[src/rtl/network_div_pkg.sv]
// Shared widths, FSM state encoding and quotient saturation helper for the
// network's sequential signed divider.
package network_div_pkg;

    localparam int DIVIDEND_WIDTH = 30;
    localparam int DIVISOR_WIDTH  = 16;
    localparam int QUOT_WIDTH     = 16;
    localparam int REM_WIDTH      = DIVISOR_WIDTH + 1;
    localparam int CNT_WIDTH      = 5;

    // FSM encoding kept as plain constants for compatibility with older flows.
    typedef logic [1:0] state_t;
    localparam state_t ST_IDLE = 2'd0;
    localparam state_t ST_DIV  = 2'd1;
    localparam state_t ST_FIX  = 2'd2;
    localparam state_t ST_DONE = 2'd3;

    localparam logic [QUOT_WIDTH-1:0] QMAX = 16'h7FFF;  //  32767
    localparam logic [QUOT_WIDTH-1:0] QMIN = 16'h8000;  // -32768

    // Largest quotient magnitudes that still fit for each sign.
    localparam logic [DIVIDEND_WIDTH-1:0] POS_LIMIT = 30'd32767;
    localparam logic [DIVIDEND_WIDTH-1:0] NEG_LIMIT = 30'd32768;

    typedef struct packed {
        logic [QUOT_WIDTH-1:0] quot;
        logic                  ovf;
    } sat_t;

    // Apply the sign to an unsigned quotient magnitude and clamp to 16 bits.
    function automatic sat_t saturate(input logic neg,
                                      input logic [DIVIDEND_WIDTH-1:0] mag);
        sat_t r;
        r.ovf  = 1'b0;
        r.quot = QUOT_WIDTH'(mag);
        if (neg) begin
            r.quot = QUOT_WIDTH'(-mag);
            if (mag > NEG_LIMIT) begin
                r.quot = QMIN;
                r.ovf  = 1'b1;
            end
        end else if (mag > POS_LIMIT) begin
            r.quot = QMAX;
            r.ovf  = 1'b1;
        end
        return r;
    endfunction

endpackage

[src/rtl/network_sdiv_30s_16s_16_seq_core.sv]
// Unsigned radix-2 restoring division datapath: partial remainder, quotient
// shift register (initially holding the dividend) and iteration counter.
module network_sdiv_30s_16s_16_seq_core
    import network_div_pkg::*;
(
    input  logic                      ap_clk,
    input  logic                      ap_rst_n,
    input  logic                      load,
    input  logic                      step,
    input  logic [DIVIDEND_WIDTH-1:0] dividend_mag,
    input  logic [DIVISOR_WIDTH-1:0]  divisor_mag,
    output logic [DIVIDEND_WIDTH-1:0] quot_mag,
    output logic [DIVISOR_WIDTH-1:0]  rem_mag,
    output logic                      last
);

    logic [REM_WIDTH-1:0]      prem_q, prem_d;
    logic [DIVIDEND_WIDTH-1:0] quo_q, quo_d;
    logic [DIVISOR_WIDTH-1:0]  dvs_q, dvs_d;
    logic [CNT_WIDTH-1:0]      cnt_q, cnt_d;
    logic [REM_WIDTH:0]        shifted;
    logic                      fits;

    // One restoring iteration: shift in the next dividend bit, trial-subtract.
    always_comb begin
        // NOTE: every _d gets its default first so no path leaves it unassigned (no latch).
        prem_d  = prem_q;
        quo_d   = quo_q;
        dvs_d   = dvs_q;
        cnt_d   = cnt_q;
        shifted = {prem_q, quo_q[DIVIDEND_WIDTH-1]};
        fits    = shifted >= {2'b00, dvs_q};
        if (load) begin
            prem_d = '0;
            quo_d  = dividend_mag;
            dvs_d  = divisor_mag;
            cnt_d  = CNT_WIDTH'(DIVIDEND_WIDTH - 1);
        end else if (step) begin
            if (fits) begin
                prem_d = REM_WIDTH'(shifted - {2'b00, dvs_q});
            end else begin
                prem_d = REM_WIDTH'(shifted);
            end
            quo_d = {quo_q[DIVIDEND_WIDTH-2:0], fits};
            if (cnt_q != '0) begin
                cnt_d = cnt_q - 1'b1;
            end
        end
    end

    // Datapath registers.
    always_ff @(posedge ap_clk or negedge ap_rst_n) begin
        // NOTE: datapath registers are reset as well, so an aborted division leaves no stale operands.
        if (!ap_rst_n) begin
            prem_q <= '0;
            quo_q  <= '0;
            dvs_q  <= '0;
            cnt_q  <= '0;
        end else begin
            // NOTE: non-blocking (<=) so every flop samples pre-edge values.
            prem_q <= prem_d;
            quo_q  <= quo_d;
            dvs_q  <= dvs_d;
            cnt_q  <= cnt_d;
        end
    end

    assign quot_mag = quo_q;
    assign rem_mag  = prem_q[DIVISOR_WIDTH-1:0];
    assign last     = (cnt_q == '0);

endmodule

[src/rtl/network_sdiv_30s_16s_16_seq.sv]
// Sequential 30s / 16s signed divider with saturated 16-bit quotient.
// Handles operand signs, saturation, divide-by-zero and valid/ready handshake;
// the unsigned iteration lives in the core.
module network_sdiv_30s_16s_16_seq
    import network_div_pkg::*;
(
    input  logic                      ap_clk,
    input  logic                      ap_rst_n,
    input  logic                      in_valid,
    output logic                      in_ready,
    input  logic [DIVIDEND_WIDTH-1:0] dividend,
    input  logic [DIVISOR_WIDTH-1:0]  divisor,
    output logic                      out_valid,
    input  logic                      out_ready,
    output logic [QUOT_WIDTH-1:0]     quotient,
    output logic [QUOT_WIDTH-1:0]     remainder,
    output logic                      ovf,
    output logic                      dbz
);

    state_t                state_q, state_d;
    logic                  in_ready_q, in_ready_d;
    logic                  sign_a_q, sign_a_d;
    logic                  sign_b_q, sign_b_d;
    logic                  dbz_flag_q, dbz_flag_d;
    logic                  out_valid_q, out_valid_d;
    logic [QUOT_WIDTH-1:0] quotient_q, quotient_d;
    logic [QUOT_WIDTH-1:0] remainder_q, remainder_d;
    logic                  ovf_q, ovf_d;
    logic                  dbz_q, dbz_d;

    logic                      accept;
    logic [DIVIDEND_WIDTH-1:0] dividend_mag;
    logic [DIVISOR_WIDTH-1:0]  divisor_mag;
    logic [DIVIDEND_WIDTH-1:0] core_quot;
    logic [DIVISOR_WIDTH-1:0]  core_rem;
    logic                      core_last;
    sat_t                      sat;

    // Operand magnitudes; unsigned widths cover -2^29 and -32768 exactly.
    assign accept       = in_valid & in_ready_q;
    assign dividend_mag = dividend[DIVIDEND_WIDTH-1] ? -dividend : dividend;
    assign divisor_mag  = divisor[DIVISOR_WIDTH-1]  ? -divisor  : divisor;

    network_sdiv_30s_16s_16_seq_core u_core (
        .ap_clk       (ap_clk),
        .ap_rst_n     (ap_rst_n),
        .load         (accept),
        .step         (state_q == ST_DIV),
        .dividend_mag (dividend_mag),
        .divisor_mag  (divisor_mag),
        .quot_mag     (core_quot),
        .rem_mag      (core_rem),
        .last         (core_last)
    );

    // Handshake FSM plus sign fix-up and saturation of the final result.
    always_comb begin
        state_d     = state_q;
        sign_a_d    = sign_a_q;
        sign_b_d    = sign_b_q;
        dbz_flag_d  = dbz_flag_q;
        out_valid_d = out_valid_q;
        quotient_d  = quotient_q;
        remainder_d = remainder_q;
        ovf_d       = ovf_q;
        dbz_d       = dbz_q;
        // Ready rises one cycle after entering IDLE, never in the accept cycle.
        in_ready_d  = (state_q == ST_IDLE) & ~accept;
        sat         = saturate(sign_a_q ^ sign_b_q, core_quot);

        case (state_q)
            ST_IDLE: begin
                if (accept) begin
                    sign_a_d   = dividend[DIVIDEND_WIDTH-1];
                    sign_b_d   = divisor[DIVISOR_WIDTH-1];
                    dbz_flag_d = (divisor == '0);
                    state_d    = (divisor == '0) ? ST_FIX : ST_DIV;
                end
            end
            ST_DIV: begin
                if (core_last) begin
                    state_d = ST_FIX;
                end
            end
            ST_FIX: begin
                out_valid_d = 1'b1;
                state_d     = ST_DONE;
                if (dbz_flag_q) begin
                    quotient_d  = sign_a_q ? QMIN : QMAX;
                    remainder_d = '0;
                    ovf_d       = 1'b0;
                    dbz_d       = 1'b1;
                end else begin
                    quotient_d  = sat.quot;
                    remainder_d = sign_a_q ? -core_rem : core_rem;
                    ovf_d       = sat.ovf;
                    dbz_d       = 1'b0;
                end
            end
            default: begin  // ST_DONE
                if (out_ready) begin
                    out_valid_d = 1'b0;
                    ovf_d       = 1'b0;
                    dbz_d       = 1'b0;
                    state_d     = ST_IDLE;
                end
            end
        endcase
    end

    // Control and output registers.
    always_ff @(posedge ap_clk or negedge ap_rst_n) begin
        if (!ap_rst_n) begin
            state_q     <= ST_IDLE;
            in_ready_q  <= 1'b0;
            sign_a_q    <= 1'b0;
            sign_b_q    <= 1'b0;
            dbz_flag_q  <= 1'b0;
            out_valid_q <= 1'b0;
            quotient_q  <= '0;
            remainder_q <= '0;
            ovf_q       <= 1'b0;
            dbz_q       <= 1'b0;
        end else begin
            state_q     <= state_d;
            in_ready_q  <= in_ready_d;
            sign_a_q    <= sign_a_d;
            sign_b_q    <= sign_b_d;
            dbz_flag_q  <= dbz_flag_d;
            out_valid_q <= out_valid_d;
            quotient_q  <= quotient_d;
            remainder_q <= remainder_d;
            ovf_q       <= ovf_d;
            dbz_q       <= dbz_d;
        end
    end

    assign in_ready  = in_ready_q;
    assign out_valid = out_valid_q;
    assign quotient  = quotient_q;
    assign remainder = remainder_q;
    assign ovf       = ovf_q;
    assign dbz       = dbz_q;

endmodule
[config.mk]
export PLATFORM = sky130hd
export DESIGN_NAME = network_sdiv_30s_16s_16_seq
export DESIGN_NICKNAME = d
export VERILOG_FILES = /design/src/rtl/network_div_pkg.sv /design/src/rtl/network_sdiv_30s_16s_16_seq_core.sv /design/src/rtl/network_sdiv_30s_16s_16_seq.sv
export SDC_FILE = /design/constraint.sdc
export NUM_CORES = 1
export LEC_CHECK = 0
export BUFFER_PORTS_ARGS = -buffer_cell sky130_fd_sc_hd__buf_2
export CORE_ASPECT_RATIO = 1.5
export CORE_UTILIZATION = 41
export CTS_BUF_LIST = sky130_fd_sc_hd__clkbuf_2
export DETAILED_ROUTE_END_ITERATION = 12
export MAX_ROUTING_LAYER = met4
export PLACE_DENSITY = 0.62
export SLEW_MARGIN = 20
export SYNTH_ARGS = -nofsm -noshare
export SYNTH_HDL_FRONTEND = slang
export SYNTH_SLANG_ARGS = --single-unit
[constraint.sdc]
create_clock -name ap_clk -period 3.6 [get_ports ap_clk]
set_clock_uncertainty 0.15 [all_clocks]
set_input_delay 0.36 -clock ap_clk [delete_from_list [all_inputs] [get_ports ap_clk]]
set_output_delay 0.36 -clock ap_clk [all_outputs]
set_load 0.01 [all_outputs]
==> results of run 1 <==
area by class of cell:
| cell class | instances | area (µm²) |
|---|---|---|
| Clock inverter | 6 | 78.8 |
| Timing Repair Buffer | 159 | 1160 |
| Multi-Input combinational cell | 627 | 4210 |
| Sequential cell | 109 | 2730 |
| Antenna cell | 1 | 2.50 |
| Tap cell | 213 | 267 |
| Clock buffer | 9 | 45.0 |
| Fill cell | 1658 | 8710 |
| Inverter | 39 | 146 |
metal layers:
layer	wire length, µm	part of all wire	up-vias	track usage
met5	0	0	-	-
met4	716	0.037	0	0.107
met3	521	0.027	41	0.0343
met2	9940	0.52	116	0.396
met1	8090	0.42	3096	0.241
li1	-	-	3250	-
logic make-up (layout without fill, tap and decap cells):
logic type	Yosys count	in the layout	share of synthesized area
fa+ha+maj	27	27	0.0474
compound gates	272	272	0.248
simple gates	236	236	0.166
xor+xnor	68	68	0.0818
flops	109	109	0.375
mux	24	24	0.0339
other cells	0	1	0
buf+inv	89	213	0.0474
path summary, 6_finish.rpt:
kind,slack (ns),end,depth (start not counted),from
min,0.04,sign_b_q,2,divisor[15]
min in group asynchronous,0.07,remainder[9],2,ap_rst_n
max reg2reg,0.36,u_core.prem_q[16],7,u_core.prem_q[6]
max in group asynchronous,2.47,u_core.quot_mag[15],3,ap_rst_n
max,0.36,u_core.prem_q[16],7,u_core.prem_q[6]
min reg2reg,0.37,u_core.dvs_q[8],2,u_core.dvs_q[8]
synthesized netlist by cell type (all sizes together) (2+ instances only):
library cell    n
and3            7
xor2           42
mux2            5
a21o            9
nor2           26
o21ai          77
a31oi           9
o2bb2ai         4
a211oi         27
or4             4
a21oi          65
a22o           12
o21a            2
nand2b          9
a221o          10
o21bai          2
nand4           9
a221oi          2
xnor2          26
nor3b           2
nand2          79
nand4b          2
o31ai          24
nand3          17
clkbuf         42
nand3b          3
dfrtp         109
mux2i          19
nor3           22
or2             5
o41ai           9
nor4            9
inv            38
and2            4
buf             8
o22ai           3
ha             26
o221ai          5
or3             7
nor2b          28
worst max-delay path, cell delays in order (launching register included):
cell and delay (ns):
dfrtp_1 0.55, ha_1 0.44, nand4_1 0.18, or2_2 0.33, o221a_4 0.29, a21oi_4 0.60
or4b_1 0.49, a31oi_1 0.16
metrics by stage:
| step | instances | setup slack, ns | hold slack, ns |
|---|---|---|---|
| CTS | 1162 | 0.372 | 0.0180 |
| finish | 1163 | 0.361 | 0.0418 |
| global route | 1163 | 0.184 | 0.0138 |
| global placement | 1083 | 0.464 | 0.276 |
| floorplan | 825 | 0.816 | -0.0856 |
| detailed placement | 1083 | 0.395 | 0.277 |
sequential cells by signal, summed over array words and instances, names as in the netlist:
register         flops
sign_a_q             1
out_valid            1
dbz_flag_q           1
state_q              2
u_core.dvs_q        16
ovf                  1
u_core.prem_q       17
remainder           16
u_core.cnt_q         5
in_ready             1
sign_b_q             1
u_core.quot_mag     30
dbz                  1
quotient            16
power breakdown:
part           internal (mW)  total [mW]  switching, mW
registers               1.82        2.46          0.640
logic                   2.08        4.77           2.69
clock network          0.220       0.639          0.419
==> metrics.yaml, run 1 <==
drt:
  wire_per_inst_um: 16.6
  first_iter_violations: 339
  via_per_inst: 5.59
  vias: 6503
  drc: 0
  wl_mm: 19.3
  firstDrtPassIters: 4
  antenna_left: 0
global_route:
  grtUsageTotal: 0.222
  grt_pass1_wl_mm: 31.4
  antenna_found_initial: 1
  grt_pass1_vias: 6405
  grt-ovfl-total: 0
  grt_max_degree: 92
die:
  io_pins: 86
  die-area_um2: 18300
  fp.dieW_um: 111
  die_height_um: 165
  row_count: 59
  initial_utilization: 0.420
  core_area_um2: 17300
sta:
  fin_tns_setup_ns: 0
  hold_viol_final: 0
  fmax_mhz: 309
  worstMarginPinSlew_ns: 0.948
  drv_slew: 0
  setup-violations-final: 0
  rsz0062_at_grt: "false"
  relSlewSlack: 0.363
  layout_min_cycle_time_ns: 3.24
  timing.final.crit_share: 0.900
clocking:
  clk_pin_slew_ns: 0.29
  clk_path_buf_depth: 2
  cts_tree: "yes"
  cts_setup_buffers: 0
  root_buffer: "clkbuf_2"
  cts_buffers: 9
  htree_levels: 3
  ctsHoldBuffers: 64
  clkSinkCount: 109
  cts_resized: 0
  clock_latency_ns: 0.66
place:
  hpwl_mm: 13.7
  io_buffers: 85
  detailed_place.area_um2: 7870
  gp_congestion: 0.860
logic_synthesis:
  syn_nets: 902
  synthDominantCellAreaShare: 0.375
  seq_area_frac_synth: 0.375
  synthTopCellsByArea: "dfrtp_1, o21ai_0, xor2_1, ha_1, a21oi_1"
  synth_cells: 825
  synth_edf_count: 0
  synth_cell_types: 66
  synth_ff_type: "dfrtp_1"
  synth_seq_cells: 109
  yosys_warnings: 0
  synth_top_area_cell: "dfrtp_1"
  async_flop_share: 1.00
  avgSynthCellArea_um2: 8.82
  netlist_area_um2: 7280
final_layout:
  areaGrowthSynthToFinish_pct: 18.6
  nNetsFinal: 1022
  final_design_area_no_fill_um2: 8630
  layout_commonest_cell: "dfrtp_1"
  most-common-layout-cells: "dfrtp_1, buf_2, nand2_1"
  fin_util: 0.498
  layout-drive-gt1-share: 0.139
power_and_ir_drop:
  powerDensity_nw_per_um2: 911
  leakage_nw: 3.75
  ir_drop_uv: 334
  p_total_mw: 7.87
worst_setup_path:
  cp-start-kind: "register"
  critPathMaxFanout: 23
  worstSetupPathType: "reg -> reg"
  end_kind: "register"
  cp.arrival_ns: 3.70
  required_ns: 4.06
job:
  cap_violations: 0
min_path:
  hold_class: "in -> reg"
outcome:
  outcome: "finished clean"
(Power assumes the default switching activity.)
==> run 2, diff against run 1 <==
--- a/config.mk
+++ b/config.mk
@@ -8,7 +8,7 @@
 export BUFFER_PORTS_ARGS = -buffer_cell sky130_fd_sc_hd__buf_2
 export CORE_ASPECT_RATIO = 1.5
 export CORE_UTILIZATION = 41
-export CTS_BUF_LIST = sky130_fd_sc_hd__clkbuf_2
+export CTS_BUF_LIST = sky130_fd_sc_hd__clkbuf_16
 export DETAILED_ROUTE_END_ITERATION = 12
 export MAX_ROUTING_LAYER = met4
 export PLACE_DENSITY = 0.62
==> run 2 against run 1 <==
Effect of this change:
- hold slack improved by 0.065 ns
- die area did not move
- critical path depth did not move
- final cell count fell by 5.5%
- sequential share of layout area rose by 1.7 points
- count of clock-buffer cells in the layout did not move
- via count fell by 4.0%
- sequential cell count did not move
- critical endpoint unchanged
- largest cell class unchanged
- highest routed layer unchanged
==> metrics.yaml, run 2 (synthesized netlist as in run 1, its figures left out) <==
drt:
  via_per_inst: 5.68  # +1.6%
  antenna_left: 0  # unchanged
  maxUsedRoutingLayer: "met4"
  met2WireLength_mm: 9.57  # -3.7%
  wire_per_inst_um: 16.8  # +1.7%
  wl_met3_um: 516  # -0.96%
  drc: 0  # unchanged
  vias: 6242  # -4.0%
  wl_met1_mm: 7.90  # -2.4%
  wl_mm: 18.5  # -3.9%
  first_iter_violations: 302  # -11%
  firstDrtPassIters: 5  # +1
clocking:
  cts_tree: "yes"
  clk_pin_slew_ns: 0.07  # -0.22 ns
  htree_levels: 3  # unchanged
  cts_resized: 0  # unchanged
  clkSinkCount: 109  # unchanged
  root_buffer: "clkbuf_16"
  cts_setup_buffers: 0  # unchanged
  clk_path_buf_depth: 2  # unchanged
  clock_latency_ns: 0.36  # -0.30 ns
  cts_buffers: 9  # unchanged
  ctsHoldBuffers: 1  # -98%
sta:
  setup_slack_ns: 0.405  # +0.0438 ns
  worstMarginPinSlew_ns: 0.959  # +0.0103 ns
  drv_slew: 0  # unchanged
  fmax_mhz: 313  # +1.4%
  setup-violations-final: 0  # unchanged
  rsz0062_at_grt: "false"
  hold_viol_final: 0  # unchanged
  fin_hold_ws_ns: 0.107  # +0.0649 ns
  fin_tns_setup_ns: 0  # unchanged
  timing.final.crit_share: 0.887  # -0.0122
  relSlewSlack: 0.356  # -0.00695
  layout_min_cycle_time_ns: 3.19  # -0.0438 ns
global_route:
  grt-ovfl-total: 0  # unchanged
  grtUsageTotal: 0.212  # -0.00961
  grt_pass1_wl_mm: 30.1  # -4.3%
  grt_pass1_vias: 6034  # -5.8%
  grt_max_degree: 92  # unchanged
  antenna_found_initial: 0  # -1
final_layout:
  seq_area_um2: 2730  # unchanged
  fin_util: 0.472  # -0.0261
  most-common-layout-cells: "dfrtp_1, buf_2, nand2_1"
  antenna_cells: 0  # -1
  final_cells: 1099  # -5.5%
  multiInputGateArea_um2: 4210  # unchanged
  largest_register_ffs: 30  # unchanged
  areaGrowthSynthToFinish_pct: 12.4
  layout_commonest_cell: "dfrtp_1"
  final_design_area_no_fill_um2: 8180  # -5.2%
  layout-drive-gt1-share: 0.149  # +0.00989
  nNetsFinal: 959  # -6.2%
  num-fill-cells: 1708  # +3.0%
min_path:
  hold_class: "in -> reg"
  hp-start: "dividend[0]"
worst_setup_path:
  critPathMaxFanout: 23  # unchanged
  required_ns: 3.73  # -0.33 ns
  worstReg2RegStart: "u_core.prem_q[6]"
  cp-start-kind: "register"
  worstSetupPathType: "reg -> reg"
  setup.worst_path.start: "u_core.prem_q[6]"
  cp.arrival_ns: 3.32  # -0.38 ns
  r2r_slack_ns: 0.41  # +0.04 ns
  end_kind: "register"
die:
  io_pins: 86  # unchanged
  fp.dieW_um: 111  # unchanged
  core_area_um2: 17300  # unchanged
  die_height_um: 165  # unchanged
  die-area_um2: 18300  # unchanged
  row_count: 59  # unchanged
  initial_utilization: 0.420  # unchanged
place:
  detailed_place.area_um2: 7870  # unchanged
  dpl_worst_slack_ns: 0.395  # unchanged
  io_buffers: 85  # unchanged
  gp_congestion: 0.860  # unchanged
  place_inst: 1083  # unchanged
  hpwl_mm: 13.7  # unchanged
outcome:
  outcome: "finished clean"
power_and_ir_drop:
  leakage_nw: 3.56  # -5.0%
  powerDensity_nw_per_um2: 1010  # +10%
  p_total_mw: 8.24  # +4.7%
  ir_drop_uv: 335  # +0.22%
job:
  cap_violations: 0  # unchanged
[run 2: cell types whose count changed in the layout (fill, tap and decap cells not counted)]
cell / change
diode_2: -1
dlygate4sd3_1: -63
clkbuf_2: -9
clkbuf_16: +9
[run 2: metal layers]
metal / vias to the layer above / GRT usage
li1: 3125 / -
met1: 2980 / 0.238
met2: 106 / 0.376
met3: 31 / 0.0343
met4: 0 / 0.0855
met5: - / -
[run 2: report_power, final]
group	total (mW)	switching (mW)	internal [mW]	leakage (nW)
Sequential	2.47	0.643	1.83	1.33
Clock	1.06	0.455	0.601	0.152
Combinational	4.71	2.68	2.02	2.09
[run 2: cell type report]
type | count | share of cell area
Sequential cell | 109 | 0.333
Tap cell | 213 | 0.0326
Inverter | 39 | 0.0179
Clock inverter | 6 | 0.00964
Timing Repair Buffer | 96 | 0.0642
Multi-Input combinational cell | 627 | 0.515
Clock buffer | 9 | 0.0275
[run 2: path summary, 6_finish.rpt]
| kind | end | depth (start not counted) |
|---|---|---|
| setup / recovery | u_core.prem_q[16] | 7 |
| setup reg to reg | u_core.prem_q[16] | 7 |
| hold reg to reg | u_core.dvs_q[1] | 2 |
| min in group asynchronous | quotient[7] | 2 |
| max in group asynchronous | u_core.quot_mag[16] | 3 |
| hold / removal | u_core.quot_mag[0] | 3 |
[run 2: worst max-delay path: stages (launching register included)]
cell	delay, ns
dfrtp_1	0.48
ha_1	0.44
nand4_1	0.18
or2_2	0.33
o221a_4	0.29
a21oi_4	0.59
or4b_1	0.49
a31oi_1	0.16
==> run 3, diff against run 2 <==
--- a/config.mk
+++ b/config.mk
@@ -7,11 +7,11 @@
 export LEC_CHECK = 0
 export BUFFER_PORTS_ARGS = -buffer_cell sky130_fd_sc_hd__buf_2
 export CORE_ASPECT_RATIO = 1.5
-export CORE_UTILIZATION = 41
+export CORE_UTILIZATION = 59
 export CTS_BUF_LIST = sky130_fd_sc_hd__clkbuf_16
 export DETAILED_ROUTE_END_ITERATION = 12
 export MAX_ROUTING_LAYER = met4
-export PLACE_DENSITY = 0.62
+export PLACE_DENSITY = 0.83
 export SLEW_MARGIN = 20
 export SYNTH_ARGS = -nofsm -noshare
 export SYNTH_HDL_FRONTEND = slang
==> run 3 against run 2 <==
Effect of this change:
- first-iteration DRC count shrank 0.33%
- critical path depth is the same
- sequential share of layout area grew 0.42 points
- largest power group unchanged
- maximum frequency grew 1.2%
- total power shrank 1.3%
- register-to-register slack gained 0.04 ns
- critical path type unchanged
- global-route usage grew 7.1 points
- non-clock buffer count is the same
- count of clock-buffer cells in the layout is the same
==> metrics.yaml, run 3 (synthesized netlist as in run 1, its figures left out) <==
outcome:
  outcome: "finished clean"
worst_setup_path:
  cp.arrival_ns: 3.27  # -0.05 ns
  cp-start-kind: "register"
  critical_path.slowest_cell: "a21oi_4"
  critical_path.top_delay_family: "compound AO/OA/AOI/OAI gates"
  required_ns: 3.71  # -0.02 ns
  worst-path-buf-inv: 0  # unchanged
  critPathMaxFanout: 23  # unchanged
  crit_path_cell_trace: "ha_1, nand4_1, or2_2, o221a_4, a21oi_4, or4b_1, a31oi_1"
  worstSetupPathType: "reg -> reg"
  end_kind: "register"
  cpPeakStageDelay_ns: 0.55  # -0.04 ns
clocking:
  cts_resized: 0  # unchanged
  cts_tree: "yes"
  clk_pin_slew_ns: 0.07  # about the same
  clk_path_buf_depth: 2  # unchanged
  clock_latency_ns: 0.35  # about the same
  cts_setup_buffers: 0  # unchanged
  cts_buffers: 9  # unchanged
  ctsHoldBuffers: 1  # unchanged
  clkSinkCount: 109  # unchanged
  htree_levels: 3  # unchanged
  root_buffer: "clkbuf_16"
drt:
  vias: 6442  # +3.2%
  first_iter_violations: 301  # -0.33%
  antenna_left: 0  # unchanged
  wl_mm: 17.3  # -6.8%
  drc: 0  # unchanged
  firstDrtPassIters: 5  # unchanged
  via_per_inst: 6.19  # +9.1%
  wire_per_inst_um: 16.6  # -1.5%
sta:
  timing.final.crit_share: 0.877  # -0.0106
  rsz0062_at_grt: "false"
  worstMarginPinSlew_ns: 0.836  # -0.123 ns
  fin_tns_setup_ns: 0  # unchanged
  setup_slack_ns: 0.443  # +0.0383 ns
  setup-violations-final: 0  # unchanged
  hold_viol_final: 0  # unchanged
  relSlewSlack: 0.443  # +0.0865
  layout_min_cycle_time_ns: 3.16  # -0.0383 ns
  fmax_mhz: 317  # +1.2%
  fin_hold_ws_ns: 0.140  # +0.0330 ns
  drv_slew: 0  # unchanged
job:
  cap_violations: 0  # unchanged
place:
  gp_congestion: 0.918  # +6.7%
  dpl_worst_slack_ns: 0.495  # +0.100 ns
  place_inst: 1023  # -5.5%
  hpwl_mm: 12.7  # -7.1%
  io_buffers: 85  # unchanged
global_route:
  grt_pass1_vias: 6112  # +1.3%
  grt_max_degree: 67  # -27%
  grtUsageMet3: 0.0297  # -0.00460
  met1_usage: 0.327  # +0.0888
  grtUsageTotal: 0.283  # +0.0708
  grt-ovfl-total: 0  # unchanged
  top_usage_layer: "met2"
  met2_usage: 0.497  # +0.121
  grt_pass1_wl_mm: 28.4  # -5.6%
  antenna_found_initial: 0  # unchanged
final_layout:
  final_cells: 1040  # -5.4%
  nNetsFinal: 959  # unchanged
  layout_commonest_cell: "dfrtp_1"
  areaGrowthSynthToFinish_pct: 11.0
  num-fill-cells: 1043  # -39%
  most-common-layout-cells: "dfrtp_1, buf_2, nand2_1"
  largest_register_ffs: 30  # unchanged
  layout-drive-gt1-share: 0.148  # -0.00130
  antenna_cells: 0  # unchanged
power_and_ir_drop:
  leakage_nw: 3.54  # -0.63%
  pwr-share-clk: 0.122  # -0.006
  p_int_mw: 4.37  # -1.9%
  ir_drop_uv: 433  # +29%
  pwr-share-seq: 0.301  # about the same
  combPwrFrac: 0.577  # +0.005
  netSwitchingFraction: 0.462  # +0.00296
  p_sw_mw: 3.76  # -0.69%
  powerDensity_nw_per_um2: 1010  # about the same
die:
  die-area_um2: 12800  # -30%
  io_pins: 86  # unchanged
  fp.dieW_um: 92.7  # -16%
  initial_utilization: 0.606  # +0.186
  core_area_um2: 12000  # -31%
  row_count: 49  # -17%
  die_height_um: 138  # -16%
min_path:
  hold_class: "in -> reg"
-- run 3: changes by cell type in the layout (fill, tap and decap cells not counted) --
cell,delta
clkinv_2,-3
clkinv_1,+2
clkinvlp_4,+2
buf_12,-1
buf_4,+1
bufinv_16,-1
inv_6,+1
-- run 3: cell type report --
cell class,count,area (µm²),share of cell area
clock buffers,9,225,0.0279
clock inverters,7,65.1,0.00805
inverters,39,146,0.0181
multi-input cells,627,4210,0.521
flip-flops and latches,109,2730,0.338
well taps,153,191,0.0237
repair buffers,96,513,0.0635
-- run 3: worst reg2reg max path: cells and delay by family (launching register included) --
kind	cells	cell delay, ns
fa+ha+maj	1	0.44
compound gates	3	1.02
flops	1	0.48
simple gates	3	0.98
-- run 3: metrics by stage --
stage / power [mW] / utilization / area [µm²]
floorplan: 5.91 / - / 7280
global placement: 6.96 / 0.647 / 7780
detailed placement: 7.08 / 0.647 / 7780
CTS: 8.09 / 0.672 / 8080
global route: 8.78 / 0.672 / 8080
finish: 8.13 / 0.672 / 8080
-- run 3: per-layer routing --
layer | part of all wire | vias up
met4 | 0.033 | 0
li1 | - | 3120
met2 | 0.52 | 219
met1 | 0.40 | 3055
met5 | 0 | -
met3 | 0.044 | 48
-- run 3: worst paths after layout --
check                                      start                  to  slack (ns)  cells past startpoint
worst min register to register  u_core.dvs_q[10]    u_core.dvs_q[10]        0.33                      2
max in group asynchronous               ap_rst_n    u_core.dvs_q[14]        1.95                      3
worst max-delay path            u_core.prem_q[6]   u_core.prem_q[16]        0.44                      7
min in group asynchronous               ap_rst_n         quotient[2]        0.50                      2
worst max register to register  u_core.prem_q[6]   u_core.prem_q[16]        0.44                      7
worst min-delay path                 dividend[0]  u_core.quot_mag[0]        0.14                      3
-- run 3: power groups by stage --
stage / registers [mW] / clock network [mW] / logic (mW)
after detailed placement: 2.45 / 0 / 4.63
after CTS: 2.43 / 1.00 / 4.66
after global routing: 2.52 / 1.05 / 5.21
final: 2.44 / 0.992 / 4.69
after global placement: 2.43 / 0 / 4.53
after floorplan: 2.33 / 0 / 3.58
